`src/rtl/baud_autodetect_ctrl.sv`:
```
// Baud-rate auto-detect: times a 0x55 calibration character and derives the 16x divisor.
// Optional BAUD_MANUAL_WR_EN adds dvsr_wr/dvsr_din for direct divisor loads while idle.
module baud_autodetect_ctrl #(
    parameter int DEFAULT_DVSR = 326,
    parameter int MIN_DVSR     = 27,
    parameter int CNT_W        = 19
) (
    input  logic        clk,
    input  logic        rst_n,
    input  logic        rx,
    input  logic        start_detect,
`ifdef BAUD_MANUAL_WR_EN
    input  logic        dvsr_wr,
    input  logic [11:0] dvsr_din,
`endif
    output logic [11:0] baud_dvsr,
    output logic        dvsr_valid,
    output logic        busy,
    output logic        err
);

    typedef enum logic [1:0] {
        IDLE      = 2'd0,
        WAIT_FALL = 2'd1,
        MEASURE   = 2'd2,
        CALC      = 2'd3
    } state_t;

    // Sum width is kept at least 13 bits so the 4095 bound is representable.
    localparam int SW = (CNT_W + 1 > 13) ? CNT_W + 1 : 13;

    state_t           state;
    state_t           state_nxt;
    logic             rx_meta;
    logic             rx_sync;
    logic             rx_prev;
    logic             fall;
    logic [CNT_W-1:0] count;
    logic [1:0]       edge_cnt;
    logic             cnt_full;
    logic [SW-1:0]    sum;
    logic [SW-1:0]    res_full;
    logic             in_range;

    always_ff @(posedge clk or negedge rst_n) begin
        if (!rst_n) begin
            rx_meta <= 1'b1;
            rx_sync <= 1'b1;
            rx_prev <= 1'b1;
        end else begin
            rx_meta <= rx;
            rx_sync <= rx_meta;
            rx_prev <= rx_sync;
        end
    end

    assign fall     = rx_prev & ~rx_sync;
    assign cnt_full = (count == {CNT_W{1'b1}});
    assign sum      = SW'(count) + SW'(64);
    assign res_full = sum >> 7;
    assign in_range = (res_full >= SW'(MIN_DVSR)) && (res_full <= SW'(4095));

    always_ff @(posedge clk or negedge rst_n) begin
        if (!rst_n) begin
            state <= IDLE;
        end else begin
            state <= state_nxt;
        end
    end

    always_comb begin
        state_nxt = state;
        unique case (state)
            IDLE:      if (start_detect) state_nxt = WAIT_FALL;
            WAIT_FALL: if (fall) state_nxt = MEASURE;
            MEASURE: begin
                if (cnt_full) begin
                    state_nxt = IDLE;
                end else if (fall && edge_cnt == 2'd3) begin
                    state_nxt = CALC;
                end
            end
            CALC:      state_nxt = IDLE;
            default:   state_nxt = IDLE;
        endcase
    end

    always_comb begin
        busy = (state == WAIT_FALL) || (state == MEASURE);
    end

    // The closing edge still increments count, so count equals exactly 128*divisor clocks.
    always_ff @(posedge clk or negedge rst_n) begin
        if (!rst_n) begin
            count      <= '0;
            edge_cnt   <= 2'd0;
            baud_dvsr  <= 12'(DEFAULT_DVSR);
            dvsr_valid <= 1'b0;
            err        <= 1'b0;
        end else begin
            dvsr_valid <= 1'b0;
            err        <= 1'b0;
            unique case (state)
                IDLE: begin
`ifdef BAUD_MANUAL_WR_EN
                    if (dvsr_wr && dvsr_din != 12'd0) begin
                        baud_dvsr <= dvsr_din;
                    end
`endif
                end
                WAIT_FALL: begin
                    if (fall) begin
                        count    <= '0;
                        edge_cnt <= 2'd0;
                    end
                end
                MEASURE: begin
                    if (cnt_full) begin
                        err <= 1'b1;
                    end else begin
                        count <= count + CNT_W'(1);
                        if (fall) begin
                            edge_cnt <= edge_cnt + 2'd1;
                        end
                    end
                end
                CALC: begin
                    if (in_range) begin
                        baud_dvsr  <= res_full[11:0];
                        dvsr_valid <= 1'b1;
                    end else begin
                        err <= 1'b1;
                    end
                end
                default: ;
            endcase
        end
    end

endmodule

```
`config.mk`:
```
export PLATFORM = sky130hd
export DESIGN_NAME = baud_autodetect_ctrl
export DESIGN_NICKNAME = d
export VERILOG_FILES = /design/src/rtl/baud_autodetect_ctrl.sv
export SDC_FILE = /design/constraint.sdc
export NUM_CORES = 1
export LEC_CHECK = 0
export ABC_CLOCK_PERIOD_IN_PS = 3500
export CAP_MARGIN = 20
export CORE_ASPECT_RATIO = 1.75
export CORE_MARGIN = 1
export CORE_UTILIZATION = 37
export CTS_BUF_LIST = sky130_fd_sc_hd__clkbuf_2 sky130_fd_sc_hd__clkbuf_4 sky130_fd_sc_hd__clkbuf_8
export CTS_CLUSTER_DIAMETER = 50
export CTS_CLUSTER_SIZE = 14
export DETAILED_ROUTE_END_ITERATION = 6
export PLACE_DENSITY = 0.64
export SLEW_MARGIN = 20
export SYNTH_ARGS = -nofsm -noshare
export SYNTH_HDL_FRONTEND = slang
export SYNTH_SLANG_ARGS = --single-unit
```
`constraint.sdc`:
```
create_clock -name clk -period 3.5 [get_ports clk]
set_input_delay 1.05 -clock clk [delete_from_list [all_inputs] [get_ports clk]]
set_output_delay 1.05 -clock clk [all_outputs]
set_load 0.02 [all_outputs]
```
# Word level (Yosys, flattened, before mapping)
# Cells that the tools add are included.
dict set report classes {
  add_sub_neg 3
  order_cmp 2
  n_eq_ne 10
  muxes 17
  bitwise_logic 2
  reduce_logical 9
}
# operator count
set ops {}
lappend ops {{$mux W19} 2}
lappend ops {{$pmux W19 S2} 1}
lappend ops {{$add A19 B7 Y20 const B} 1}
lappend ops {{$add A19 B1 Y19 const B} 1}
lappend ops {{$eq A19 B19 Y1 const B} 1}
lappend ops {{$mux W2} 7}
lappend ops {{$ge A13 B5 Y1 const B} 1}
lappend ops {{$le A13 B12 Y1 const B} 1}
lappend ops {{$ne A2 B2 Y1 const B} 4}
lappend ops {{$pmux W2 S4} 1}
lappend ops {{$eq A2 B2 Y1 const B} 3}
lappend ops {{$reduce_and A3 Y1} 2}
lappend ops {{$mux W1} 4}
lappend ops {{$pmux W2 S2} 1}
lappend ops {{$reduce_and A4 Y1} 1}
lappend ops {{$ne A3 B3 Y1 const B} 1}
lappend ops {{$add A2 B1 Y2 const B} 1}
lappend ops {{$eq A2 B1 Y1 const B} 1}
lappend ops {{$logic_and A1 B1 Y1} 2}
lappend ops {{$logic_not A2 Y1} 1}
lappend ops {{$pmux W1 S2} 1}
lappend ops {{$reduce_and A2 Y1} 1}
lappend ops {{$reduce_bool A2 Y1} 1}
lappend ops {{$and A1 B1 Y1} 1}
lappend ops {{other kinds (2)} 2}
dict set report totals {
  ff_bits 40
  in_bits 4
  output_inout_bits 15
  wordCells 52
}

# Longest topological paths before layout
# Gate-level depths: netlist (run 1).
dict set report depth {
  depth_word 6
  ltp_mapped 9
  depth_no_buf 8
}

# Worst setup path after synthesis (run 1)
# No wires, ideal clock.
dict set report synth_path {
  path_kind {register to register}
  from {register count[6]}
  to {register baud_dvsr[0]}
  setup_ps 125
  arrival_ps 2321
  slack_ps 1054
  stages_incl_launch_ff 10
  path_cell_list {dfrtp_1 ha_1 buf_2 nand3_1 or4_4 xnor2_2 a211oi_1 a21oi_2 buf_6 mux2_4}
}
dict set report synth_via {
  elab_chain_cells 4
}
# item line_no
set synth_rtl {}
lappend synth_rtl {{start, declared} 38} ;# logic [CNT_W-1:0] count;
lappend synth_rtl {{start signal, assigned} 121} ;# count <= count + CNT_W'(1);
lappend synth_rtl {{$add A19 B7 Y20 (*)} 59} ;# assign sum = SW'(count) + SW'(64);
lappend synth_rtl {{$ge A13 B5 Y1 / $le A13 B12 Y1 (equally long branches)} 61} ;# assign in_range = (res_full >= SW'(MIN_DVSR)) && (res_full <= SW'(4095));
lappend synth_rtl {{$logic_and A1 B1 Y1} 61}
lappend synth_rtl {{$reduce_and A2 Y1 (no line)} --}
lappend synth_rtl {{end signal, assigned} 97} ;# baud_dvsr <= 12'(DEFAULT_DVSR);
lappend synth_rtl {{end signal, assigned} 129} ;# baud_dvsr <= res_full[11:0];
lappend synth_rtl {{end, declared} 16} ;# output logic [11:0] baud_dvsr,
# Every way passes the cells marked *; elsewhere a longest branch is shown, timed or not.
# A chain may end at the register's enable or synchronous reset.

# Final worst setup path (run 1)
dict set report layout_path {
  from {register count[6]}
  to {register baud_dvsr[4]}
}
# The elaborated chain is that of the path after synthesis.

==> metrics.md, run 1 <==
| Metric | Value |
|---|---|
| Outcome | `finished clean` |
| Synth area leader | `dfrtp_1` |
| Setup violators final | `0` |
| Sink Count | `40` |
| Die W | `about 63 um` |
| Port bufs | `18` |
| Netlist cell types | `54` |
| Top post-synthesis cells by area | `dfrtp_1 (35%), dfstp_2 (7.7%), xor2_1 (5.9%)` |
| Post-CTS setup buffers | `0` |
| Residual DRC count | `0` |
| Worst-skew pair later-pin latency | `0.30 ns` |
| Top-area cell type share of the netlist area | `0.347` |
| GRT Total Usage | `0.158` |
| Register area share after synthesis | `0.424` |
| Vias/cell | `between 5 and 6` |
| Detailed placement HPWL | `about 3600 um` |
| Initial Util | `0.385` |
| DR iter-0 viols | `63` |
| WP data arrival | `~3.1 ns` |
| Hold worst-path end | `rx_sync$_DFF_PN1_` |
| Reg clk slew, reported paths | `0.07 ns` |
| Cts hold-fix bufs | `0` |
| Total congestion overflow | `0` |
| Final min period | `around 3 ns` |
| Critical path's slowest cell | `a21oi_2` |
| Number of H-tree levels | `2` |
| Final Hold Fails | `0` |
| Leak pwr | `roughly 1.2 nW` |
| Ant. Diodes | `0` |
| CTS tree | `done` |
| Fin cells | `about 330` |
| Critical path peak fanout | `12` |
| CTS Buf Count | `5` |
| Layout cell share with drive strength beyond 1 | `0.175` |
| Synthesized area | `~2400 um^2` |
| DRT Pass-1 Iters | `4` |
| Max stage delay on crit path | `between 0.6 and 0.7 ns` |
| VDD IR-drop max | `0.282 mV` |
| Synth warn | `0` |
| Final Net Count | `around 260` |
| RSZ-0062 raised after global routing | `no` |
| Clock Path Buffers | `2` |
| Commonest non-fill, non-tap cell in the layout | `dfrtp_1` |
| Reg area | `approximately 1000 um^2` |
| Cells resized by post-CTS repair | `0` |
| Post-route clock period utilization | `0.844` |
| Worst reg2reg path depth | `7` |
| Vias in the first global route | `around 1800` |
| Post-synthesis cell count | `232` |
| Post-route design area | `2690 um^2` |
| Power Dens Cells | `495 nW/um^2` |
| Total wire length | `just under 5000 um` |
| Post-layout util | `0.434` |
| Via count | `around 1700` |
| Top-Level Pins | `19` |
| Setup WS post-layout | `between 0.5 and 0.6 ns` |
| Crit. End Element | `flip-flop` |
| Slew HR | `0.393` |
| Max_cap viols | `0` |
| First-pass GRT wire length | `8220 um` |
| Initial antenna violation count | `0` |
| Dpl cells | `~320` |
| Type of origin of the critical path | `flip-flop` |
| Placed Area | `~2600 um^2` |
| Pins Over Slew Limit | `0` |
| Per-cell routed wire length | `between 10 and 15 um` |
| Multi-input gate area | `between 1000 and 1500 um^2` |
| Max Freq | `339 MHz` |
| CP Cell Sequence | `ha_1, nand3_1, or4_4, xnor2_2, a211oi_1, a21oi_2, mux2_2` |
| FF-to-FF Start | `count[6]$_DFFE_PN0P_` |
| Antenna-violating nets left | `0` |
| Clock root cell | `clkbuf_8` |
| Fin Setup TNS | `0 ns` |
| Core Area | `~6200 um^2` |
| Row count | `38` |
| Synth Flop Type | `dfrtp_1` |
| Actual slew at the worst max-slew pin | `~0.91 ns` |
| Share of flip-flops with an asynchronous set or reset | `1.00` |
| Worst Skew | `0.0105 ns` |
| Final GP Congestion | `0.923` |
| Post-synth EDFFs | `0` |
| Die area | `slightly below 7000 um^2` |
| Seq cells post-synth | `40` |
| Pin count of the biggest net entering global routing | `between 40 and 50` |
| Post-Syn Nets | `243` |
| Die Span Y | `between 100 and 150 um` |
| Hold Crit Depth | `0` |
| Crit Path Category | `reg2reg` |
| Hold Crit Class | `reg2reg` |
| RR Endpoint | `baud_dvsr[4]$_DFFE_PN0P_` |
| R2R Setup Slk | `roughly 0.55 ns` |
| Hold path start | `rx_meta$_DFF_PN1_` |
| Fillers | `about 600` |
| Area Overhead vs Synth | `12.8%` |
| Crit path required time | `~3.7 ns` |
| Mean post-synth cell area | `between 10 and 15 um^2` |
| Setup Slack @ Placement | `between 0.5 and 0.6 ns` |
| Commonest non-fill, non-tap cells in the layout | `dfrtp_1 (33), nor2_1 (26), clkdlybuf4s50_1 (17)` |
## kinds of logic (layout without fill, tap and decap cells)
group / after synthesis / count (layout) / share of synthesized area
DFF: 40 / 40 / 0.424
xor gates and xnor gates: 25 / 25 / 0.0952
buffers and inverters: 23 / 37 / 0.0505
AOI/OAI and AO/OA: 42 / 42 / 0.133
and+or+nand+nor: 82 / 82 / 0.185
adders and majority gates: 7 / 7 / 0.0368
muxes: 13 / 13 / 0.0757
## layout make-up
class,instances,area share
multi-input combinational,169,0.466
sequential,40,0.376
timing repair buffer,21,0.0736
clock buffer,8,0.0363
tap,80,0.0373
inverter,8,0.0112
## worst max-delay path: cells and delay by family (launching register included)
family / cells / cell delay (ns)
AOI/OAI and AO/OA: 2 / 0.79
DFF: 1 / 0.48
xor gates and xnor gates: 1 / 0.16
adders and majority gates: 1 / 0.36
and+or+nand+nor: 2 / 0.62
muxes: 1 / 0.41
## state kept, by name (all words and copies together), names as in the netlist
signal,cells
rx_sync,1
dvsr_valid,1
baud_dvsr,12
count,19
rx_prev,1
state,2
err,1
edge_cnt,2
rx_meta,1
## per-stage QoR
stage	hold slack (ns)	total power [mW]
4_1_cts	0.362	1.35
5_1_grt	0.366	1.42
3_3_place_gp	0.348	1.01
6_report	0.358	1.33
3_5_place_dp	0.348	1.01
2_1_floorplan	0.345	0.857
## per-layer routing
| metal | track usage | up-vias | part of all wire | routed length [um] |
|---|---|---|---|---|
| met4 | 0.103 | 0 | 0.038 | 187 |
| met3 | 0.0316 | 10 | 0.019 | 93 |
| met5 | 0 | - | 0 | 0 |
| li1 | - | 845 | - | - |
| met2 | 0.297 | 27 | 0.55 | 2670 |
| met1 | 0.153 | 851 | 0.39 | 1910 |
## power breakdown
part           internal, mW  leakage, nW  switching [mW]
Combinational         0.172        0.586           0.283
Clock                 0.176       0.0523           0.158
Sequential            0.505        0.526          0.0347
Total                 0.853         1.16           0.476
## how the worst max path moves through the flow
stage / slack [ns] / to / startpoint
2_1_floorplan: 1.05 / baud_dvsr[0]$_DFFE_PN0P_ / count[6]$_DFFE_PN0P_
3_3_place_gp: 0.66 / baud_dvsr[4]$_DFFE_PN0P_ / count[6]$_DFFE_PN0P_
3_5_place_dp: 0.53 / baud_dvsr[4]$_DFFE_PN0P_ / count[6]$_DFFE_PN0P_
4_1_cts: 0.53 / baud_dvsr[4]$_DFFE_PN0P_ / count[6]$_DFFE_PN0P_
5_1_grt: 0.36 / baud_dvsr[4]$_DFFE_PN0P_ / count[6]$_DFFE_PN0P_
6_report: 0.55 / baud_dvsr[4]$_DFFE_PN0P_ / count[6]$_DFFE_PN0P_
## cell usage after synthesis, drive strengths merged, types with 2 or more instances
cell type	n
a21oi	8
o21ai	4
xnor2	9
dfstp	7
nand2b	6
o31a	2
xor2	16
a31oi	2
ha	7
nor2	27
nand3	7
a32o	2
mux2	13
nand4	10
nand2	16
buf	12
inv	8
clkbuf	3
a22o	9
dfrtp	33
nor4	2
nor3	2
o211ai	2
nor2b	2
and3	6
Power figures use the tool's default switching activity.
==> run 2, diff against run 1 <==
Settings changed: ABC_CLOCK_PERIOD_IN_PS 3500 to 2900.
Clock period 3.5 ns to 2.9 ns, I/O delays scaled along.
==> metrics.md, run 2 (synthesis gave the netlist of run 1 again) <==
| Metric | Value |
|---|---|
| Crit Path Category | `reg2reg` |
| Per-cell routed wire length | `14.8 um (-0.49%)` |
| Critical path peak fanout | `12 (unchanged)` |
| Commonest non-fill, non-tap cell in the layout | `dfrtp_1` |
| Cells resized by post-CTS repair | `0 (unchanged)` |
| CTS Buf Count | `5 (unchanged)` |
| Leak pwr | `1.24 nW (+6.3%)` |
| Via count | `1829 (+5.5%)` |
| RSZ-0062 raised after global routing | `no` |
| Vias in the first global route | `1890 (+7.9%)` |
| Final min period | `2.69 ns (-0.265 ns)` |
| Hold Crit Depth | `0 (unchanged)` |
| DR iter-0 viols | `93 (+48%)` |
| Initial Util | `0.385 (unchanged)` |
| Crit. End Element | `flip-flop` |
| Setup violators final | `0 (unchanged)` |
| Clock Path Buffers | `2 (unchanged)` |
| Total wire length | `5040 um (+3.8%)` |
| Max reg flops | `19 (unchanged)` |
| Reg clk slew, reported paths | `0.08 ns (about the same)` |
| Core Area | `6180 um^2 (unchanged)` |
| Setup WS post-layout | `0.213 ns (-0.335 ns)` |
| Fin cells | `340 (+4.3%)` |
| R2R Setup Slk | `0.21 ns (-0.33 ns)` |
| Vias/cell | `5.38 (+1.2%)` |
| FF-to-FF Start | `count[13]$_DFFE_PN0P_` |
| Actual slew at the worst max-slew pin | `0.887 ns (-0.0243 ns)` |
| DRT Pass-1 Iters | `4 (unchanged)` |
| Detailed placement HPWL | `3880 um (+6.6%)` |
| Worst-skew pair later-pin latency | `0.30 ns (about the same)` |
| Setup Slack @ Placement | `0.205 ns (-0.327 ns)` |
| Post-route clock period utilization | `0.927 (+0.0831)` |
| Commonest non-fill, non-tap cells in the layout | `dfrtp_1 (33), nor2_1 (26), clkdlybuf4s50_1 (17), buf_4 (17)` |
| GRT Total Usage | `0.167 (+0.00920)` |
| Layout cell share with drive strength beyond 1 | `0.223 (+0.0483)` |
| Port bufs | `18 (unchanged)` |
| First-pass GRT wire length | `8620 um (+4.9%)` |
| Biggest regs | `count x19, baud_dvsr x12` |
| Top reg by flops | `count` |
| Cts hold-fix bufs | `0 (unchanged)` |
| Die W | `62.6 um (unchanged)` |
| Slew HR | `0.409 (+0.0162)` |
| Ant. Diodes | `0 (unchanged)` |
| Top-Level Pins | `19 (unchanged)` |
| Final Net Count | `270 (+5.5%)` |
| Row count | `38 (unchanged)` |
| Worst Skew | `0.00944 ns (-0.00104 ns)` |
| Fillers | `595 (-2.8%)` |
| Clock root cell | `clkbuf_8` |
| Area Overhead vs Synth | `17.5%` |
| Final Hold Fails | `0 (unchanged)` |
| VDD IR-drop max | `0.416 mV (+47%)` |
| Final GP Congestion | `0.887 (-3.9%)` |
| Post-CTS setup buffers | `0 (unchanged)` |
| Number of H-tree levels | `2 (unchanged)` |
| Die area | `6770 um^2 (unchanged)` |
| Initial antenna violation count | `0 (unchanged)` |
| Sink Count | `40 (unchanged)` |
| Placed Area | `2700 um^2 (+4.3%)` |
| Post-route design area | `2800 um^2 (+4.1%)` |
| Hold Crit Class | `reg2reg` |
| Post-layout util | `0.452 (+0.0180)` |
| Hold worst-path end | `rx_sync$_DFF_PN1_` |
| Worst reg2reg path depth | `6 (-1)` |
| Hold path start | `rx_meta$_DFF_PN1_` |
| Residual DRC count | `0 (unchanged)` |
| Power Dens Cells | `587 nW/um^2 (+19%)` |
| Max_cap viols | `0 (unchanged)` |
| Crit path required time | `3.08 ns (-0.60 ns)` |
| Pins Over Slew Limit | `0 (unchanged)` |
| Outcome | `finished clean` |
| Max Freq | `372 MHz (+9.9%)` |
| Fin Setup TNS | `0 ns (unchanged)` |
| Total congestion overflow | `0 (unchanged)` |
| RR Endpoint | `baud_dvsr[3]$_DFFE_PN0P_` |
| Type of origin of the critical path | `flip-flop` |
| Die Span Y | `108 um (unchanged)` |
| Dpl cells | `332 (+4.4%)` |
| WP data arrival | `2.87 ns (-0.26 ns)` |
| CTS tree | `done` |
| Antenna-violating nets left | `0 (unchanged)` |
| Pin count of the biggest net entering global routing | `41 (unchanged)` |
-- run 2: worst max path at each step --
| stage | from | endpoint | slack (ns) | cells past startpoint |
|---|---|---|---|---|
| CTS | count[13]$_DFFE_PN0P_ | baud_dvsr[3]$_DFFE_PN0P_ | 0.19 | 6 |
| floorplan | count[6]$_DFFE_PN0P_ | baud_dvsr[0]$_DFFE_PN0P_ | 0.45 | 9 |
| finish | count[13]$_DFFE_PN0P_ | baud_dvsr[3]$_DFFE_PN0P_ | 0.21 | 6 |
| global route | count[13]$_DFFE_PN0P_ | baud_dvsr[3]$_DFFE_PN0P_ | 0.05 | 6 |
| detailed placement | count[8]$_DFFE_PN0P_ | baud_dvsr[3]$_DFFE_PN0P_ | 0.21 | 6 |
| global placement | count[8]$_DFFE_PN0P_ | baud_dvsr[3]$_DFFE_PN0P_ | 0.27 | 6 |
-- run 2: metal layers --
metal,vias up,track usage,part of all wire
met5,-,0,0
met4,0,0.123,0.049
met3,18,0.0327,0.034
met2,40,0.308,0.55
met1,889,0.162,0.37
li1,882,-,-
-- run 2: layout make-up --
cell class	count	area (um^2)	area share
Clock buffer	8	97.6	0.0349
Inverter	8	30.0	0.0107
Sequential cell	40	1010	0.361
Multi-Input combinational cell	169	1260	0.449
Timing Repair Buffer	35	303	0.108
Tap cell	80	100	0.0358
-- run 2: report_power, final --
part           internal [mW]  total (mW)  switching (mW)
registers              0.609       0.653          0.0435
clock network          0.213       0.403           0.190
logic                  0.232       0.587           0.355
-- run 2: critical path, cell delays in order, from the launching register on --
cell,delay [ns]
dfrtp_1,0.50
nand2_1,0.17
or4_4,0.53
xnor2_2,0.16
a211oi_1,0.10
a21oi_2,0.69
mux2_2,0.41
-- run 2: per-stage QoR --
step / power, mW / hold WS (ns)
after floorplan: 1.03 / 0.345
after global placement: 1.24 / 0.348
after detailed placement: 1.25 / 0.348
after CTS: 1.67 / 0.361
after global routing: 1.76 / 0.361
final: 1.64 / 0.359
